$ cat src/rtl/aes_dec_arbiter.sv
// Round-robin arbiter sharing one AES decryption engine between two requesters.
// Optional engine-done watchdog enabled by defining AES_DEC_ARB_TIMEOUT_EN.
module aes_dec_arbiter #(
  parameter int unsigned TIMEOUT_CYCLES = 64
) (
  input  logic         clk,
  input  logic         rst_n,
  input  logic         req0_valid,
  input  logic         req1_valid,
  input  logic [127:0] req0_data,
  input  logic [127:0] req1_data,
  input  logic [127:0] req0_key,
  input  logic [127:0] req1_key,
  output logic         req0_ready,
  output logic         req1_ready,
  output logic         resp0_valid,
  output logic         resp1_valid,
  output logic [127:0] resp_data,
  output logic         resp_err,
  output logic         busy,
  output logic         eng_valid,
  output logic [127:0] eng_datain,
  output logic [127:0] eng_key,
  input  logic         eng_done,
  input  logic [127:0] eng_dataout
);

  typedef enum logic [1:0] {
    IDLE  = 2'd0,
    ISSUE = 2'd1,
    WAIT  = 2'd2,
    RESP  = 2'd3
  } state_t;

  state_t state;
  state_t state_nxt;

  logic ptr;
  logic winner;
  logic win;
  logic grant;
  logic done_ok;
  logic timeout;

  // Pointer only matters when both request; a lone requester always wins.
  assign win = (req0_valid & req1_valid) ? ptr : req1_valid;

  assign done_ok = (state == WAIT) & eng_done;

`ifdef AES_DEC_ARB_TIMEOUT_EN
  localparam int CW = $clog2(TIMEOUT_CYCLES + 1);
  localparam logic [CW-1:0] TC = CW'(TIMEOUT_CYCLES - 1);

  logic [CW-1:0] cnt;
  logic          err_q;

  // Terminal count is the last WAIT cycle; eng_done there still wins.
  assign timeout = (state == WAIT) & ~eng_done & (cnt == TC);

  always_ff @(posedge clk or negedge rst_n) begin
    if (!rst_n) begin
      cnt <= '0;
    end else if (state == ISSUE) begin
      cnt <= '0;
    end else if ((state == WAIT) && !eng_done && !timeout) begin
      cnt <= cnt + 1'b1;
    end
  end

  always_ff @(posedge clk or negedge rst_n) begin
    if (!rst_n) begin
      err_q <= 1'b0;
    end else if (done_ok) begin
      err_q <= 1'b0;
    end else if (timeout) begin
      err_q <= 1'b1;
    end
  end

  assign resp_err = err_q;
`else
  logic unused_cfg;

  assign unused_cfg = ^TIMEOUT_CYCLES;
  assign timeout    = 1'b0;
  assign resp_err   = 1'b0;
`endif

  always_comb begin
    state_nxt = state;
    grant     = 1'b0;
    unique case (state)
      IDLE: begin
        if (req0_valid || req1_valid) begin
          grant     = 1'b1;
          state_nxt = ISSUE;
        end
      end
      ISSUE: state_nxt = WAIT;
      WAIT: begin
        if (done_ok || timeout) begin
          state_nxt = RESP;
        end
      end
      RESP: state_nxt = IDLE;
      default: state_nxt = IDLE;
    endcase
  end

  always_ff @(posedge clk or negedge rst_n) begin
    if (!rst_n) begin
      state <= IDLE;
    end else begin
      state <= state_nxt;
    end
  end

  always_ff @(posedge clk or negedge rst_n) begin
    if (!rst_n) begin
      ptr        <= 1'b0;
      winner     <= 1'b0;
      eng_datain <= '0;
      eng_key    <= '0;
    end else if (grant) begin
      ptr        <= ~win;
      winner     <= win;
      eng_datain <= win ? req1_data : req0_data;
      eng_key    <= win ? req1_key : req0_key;
    end
  end

  always_ff @(posedge clk or negedge rst_n) begin
    if (!rst_n) begin
      resp_data <= '0;
    end else if (done_ok) begin
      resp_data <= eng_dataout;
    end else if (timeout) begin
      resp_data <= '0;
    end
  end

  assign busy        = (state != IDLE);
  assign eng_valid   = (state == ISSUE);
  assign req0_ready  = (state == ISSUE) & ~winner;
  assign req1_ready  = (state == ISSUE) & winner;
  assign resp0_valid = (state == RESP) & ~winner;
  assign resp1_valid = (state == RESP) & winner;

endmodule

$ cat config.mk
export PLATFORM = sky130hd
export DESIGN_NAME = aes_dec_arbiter
export DESIGN_NICKNAME = d
export VERILOG_FILES = /design/src/rtl/aes_dec_arbiter.sv
export SDC_FILE = /design/constraint.sdc
export NUM_CORES = 1
export LEC_CHECK = 0
export BUFFER_PORTS_ARGS = -buffer_cell sky130_fd_sc_hd__buf_2
export CAP_MARGIN = 30
export CORE_AREA = 2 2 404 406
export DETAILED_ROUTE_END_ITERATION = 12
export DIE_AREA = 0 0 406 408
export PLACE_DENSITY = 0.3
export SYNTH_ARGS = -nofsm -noshare
export SYNTH_HDL_FRONTEND = slang
export SYNTH_SLANG_ARGS = --single-unit
$ cat constraint.sdc
create_clock -name clk -period 5.05 [get_ports clk]
set_input_delay 1.01 -clock clk [delete_from_list [all_inputs] [get_ports clk]]
set_output_delay 1.01 -clock clk [all_outputs]
set_load 0.005 [all_outputs]
; After elaboration in Yosys (flattened, before gate mapping)
; Cells that the tools add are included.
[totals]
ff_bits = 388
in_bits = 645
out_inout_bits = 391
wordCells = 31
[op_classes]
eq_ne = 5
mux = 8
n_bitwise = 8
reduce_logical = 4
[ops]
columns = op, count
row1 = 2-to-1 mux 128 bit, 2
row2 = one-hot mux 2 bit (4 select lines), 1
row3 = AND 1 bit, 6
row4 = == test 2 bit (second input constant), 2
row5 = 2-to-1 mux 2 bit, 2
row6 = != test 2 bit (second input constant), 2
row7 = 2-to-1 mux 1 bit, 3
row8 = == test 2 x 1 -> 1 bit (second input constant), 1
row9 = zero test 2 bit, 1
row10 = NOT 1 bit, 2
row11 = AND reduction 2 bit, 1
row12 = nonzero test 2 bit, 1
row13 = logical OR 1 bit, 1

; Longest topological paths before layout
[depth]
ltp_word = 4
mapped_depth = 7
mapped_depth_nobuf = 5

; Least setup slack after synthesis
; Ideal clock, no wire load.
[synth_path]
path_kind = input -> register
start = in eng_done
end = reg resp_data[100]
setup_time_ns = 0.125
t_arrival_ns = 1.861
required_ns = 4.925
path_slack_ns = 3.065
path_stages = 4
n_path_buf = 2
path_cell_list = nand2_1 clkbuf_1 buf_2 mux2_2
[synth_via]
elab_chain_cells = 1
[synth_lines]
columns = item, line_no
row1 = "start, declared", 24  ; input logic eng_done,
row2 = AND 1 bit, 48  ; assign done_ok = (state == WAIT) & eng_done;
row3 = "end signal, assigned", 136  ; resp_data <= eng_dataout;
row4 = "end, declared", 18  ; output logic [127:0] resp_data,
; Every way passes these cells.
; A chain may end at the register's enable or synchronous reset.

; Worst setup path in the final report
[layout_path]
start = reg state[0]
end = out busy
[layout_via]
elab_chain_cells = 1
[layout_lines]
columns = item, line_no
row1 = "start, declared", 35  ; state_t state;
row2 = "start signal, assigned", 114  ; state <= state_nxt;
row3 = nonzero test 2 bit, 142  ; assign busy = (state != IDLE);
row4 = "end, declared", 20  ; output logic busy,
; Every way passes these cells.

==> metrics <==
status=finished, final reports clean; Cell variety after synth=26; Final ANT Viol Nets=0; post-route minimum period=3.02 ns; gr usage total=12.5%; pwr dens=611 nW/um^2; gr ovfl total=0; initial antenna violation count=48; Hold Path Class=in -> async; Die ar.=166000 sq um; core box area=162000 sq um; Comb pwr share=41.9%; fin crit share=59.9%; worst r2r src=state[0]; Fillers=18500; final slew viol count=0; vias=18300; Setup crit end kind=output port; Critical Path Fanout Max=7; DRT Wirelength=109000 um; worst setup path startpoint=state[0]; register area share after synthesis=55.4%; worst path arrival time=2.01 ns; CP Launch Type=flop; average wire per standard cell=22.0 um; Post-Synthesis Cells=1752; # DRC=0; Seq cells post-synth=388; sequential power share=34.5%; First DRT Iteration DRCs=910; worst endpoint required time=4.04 ns; CTS tree=built; H-tree levels=2; Root Driver=clkbuf_16; synthesis warning total=0; hold_buf cts=0; Power Internal=9.87 mW; Crit Path Class=reg -> out; Pleak=11.8 nW; Rel. slew slack=29.5%; Starting Density=10.8%; Sw Pwr=6.47 mW; Initial DRT Pass Iterations=5; largest net degree at the start of global routing=131; Max Cap Viol=0; CTS Buf Count=54; CTS sink count=388; Synth Cell Area=17500 sq um; post-CTS sizing=0; port buffer count=1034; Worst Max-Slew Pin Slew=1.06 ns; vias in the first global route=18800; Final setup viols=0; switching portion of total power=39.6%; layout cells sized above 1=47.1%; Fin Clk Skew=0.0165 ns; Reg clk slew, reported paths=0.06 ns; I/O pin count=1036; register area=9710 sq um; HPWL Detailed=80400 um; Multi-input gate area=6780 sq um; die width=406 um; Peak Freq=0.331 GHz; Clock Latency Late Sink=0.64 ns; Power Total=16.3 mW; clock power share=23.7%; syn_nets=2402; # rows=148; Hold Violations, Final=0; Setup TNS Final=0 ns; DR vias/cell=3.72; postcts setup bufs=0; Area Overhead vs Synth=52.7%; nets@finish=3355; clock tree buffer depth=3; die height=408 um; RSZ-0062 raised after global routing=false; gp weighted congestion=0.872; first-pass GRT wire length=149000 um; VDD IR max=0.212 mV; Post-Syn Area per Cell=10.0 sq um
## power groups by stage
| stage | sequential [mW] | combinational, mW | clock (mW) |
|---|---|---|---|
| detailed placement | 5.66 | 7.02 | 0 |
| finish | 5.63 | 6.84 | 3.87 |
| floorplan | 5.67 | 3.25 | 0 |
| global route | 5.83 | 7.54 | 4.17 |
| CTS | 5.63 | 7.04 | 4.07 |
| global placement | 5.67 | 7.06 | 0 |
## through the flow
step / setup slack (ns) / cell area (sq um) / std cells / hold WS [ns] / utilization (%)
finish: 2.03 / 26800 / 4931 / 0.302 / 16.5
global route: 1.83 / 26700 / 4928 / 0.311 / 16.5
CTS: 1.83 / 26700 / 4918 / 0.324 / 16.5
detailed placement: 1.91 / 25000 / 4824 / 0.487 / 15.5
global placement: 1.94 / 25000 / 4824 / 0.483 / 15.5
floorplan: 3.06 / 17500 / 1752 / 0.465 / -
## critical path, stage by stage, from the launching register on
cell and delay, ns:
dfrtp_1 0.42, inv_1 0.12, ha_1 0.54, inv_1 0.12, buf_2 0.17
## cell usage after synthesis
cell,number,share of area [%]
mux2_2,129,8.3
a21oi_1,258,7.4
inv_2,1,0.021
and2b_1,1,0.043
o21ai_0,158,4.5
nor2_1,256,5.5
buf_4,8,0.34
o32a_1,1,0.057
conb_1,1,0.021
a31oi_1,257,9.2
o21ai_1,98,2.8
buf_1,12,0.26
nor3b_1,1,0.043
clkbuf_1,45,0.96
buf_6,27,1.7
o21a_1,1,0.043
inv_1,4,0.086
nand2b_1,1,0.036
dfrtp_1,388,55
and2_1,2,0.071
o21ai_4,1,0.093
ha_1,5,0.36
nor2b_1,2,0.071
a32o_1,1,0.057
buf_2,93,2.7
nand2_1,1,0.021
## placed cells by master (no fill, tap or decap), drive strengths merged
master / instances
nor3b: 1
and2b: 1
conb: 1
bufinv: 2
clkbuf: 84
inv: 7
o32a: 1
clkinv: 6
a31oi: 257
o21ai: 257
ha: 5
nor2b: 2
mux2: 129
diode: 13
dfrtp: 388
buf: 1082
nor2: 256
nand2: 1
a21oi: 258
nand2b: 1
o21a: 1
and2: 2
a32o: 1
## cell type report
type                    count  area share [%]
diodes                     13           0.122
clock buffers              84            5.92
clock inverters            10           0.543
inverters                   5          0.0982
multi-input cells        1174            25.3
flip-flops and latches    388            36.3
well taps                2175            10.2
repair buffers           1082            21.5
## worst paths after layout
kind / slack [ns] / depth (start not counted) / endpoint
hold reg to reg: 0.50 / 1 / resp_data[100]
setup / recovery: 2.03 / 4 / busy
hold / removal: 0.30 / 1 / eng_key[73]
max in group asynchronous: 3.59 / 2 / eng_datain[6]
min in group clk: 0.50 / 1 / resp_data[100]
setup reg to reg: 2.38 / 6 / eng_key[40]
## flip-flops by register name (all words and copies together) (netlist names)
register    cells
state           2
eng_datain    128
eng_key       128
winner          1
resp_data     128
ptr             1
## kinds of logic (layout without fill, tap and decap cells)
logic type	Yosys count	after routing	synth area share, %
AOI/OAI and AO/OA	775	775	24.1
adders and majority gates	5	5	0.357
buffers and inverters	190	1181	6.06
DFF	388	388	55.4
muxes	129	129	8.29
other	1	14	0.0214
and+or+nand+nor	264	264	5.77
## metal layers
layer  vias to the layer above  track usage [%]  wire (um)
li1                       8259                -          -
met1                      9220             15.0      43600
met2                       685             21.0      52700
met3                       161             3.98       8820
met4                        22             4.04       3410
met5                         -                0        134
(Power assumes the default switching activity.)
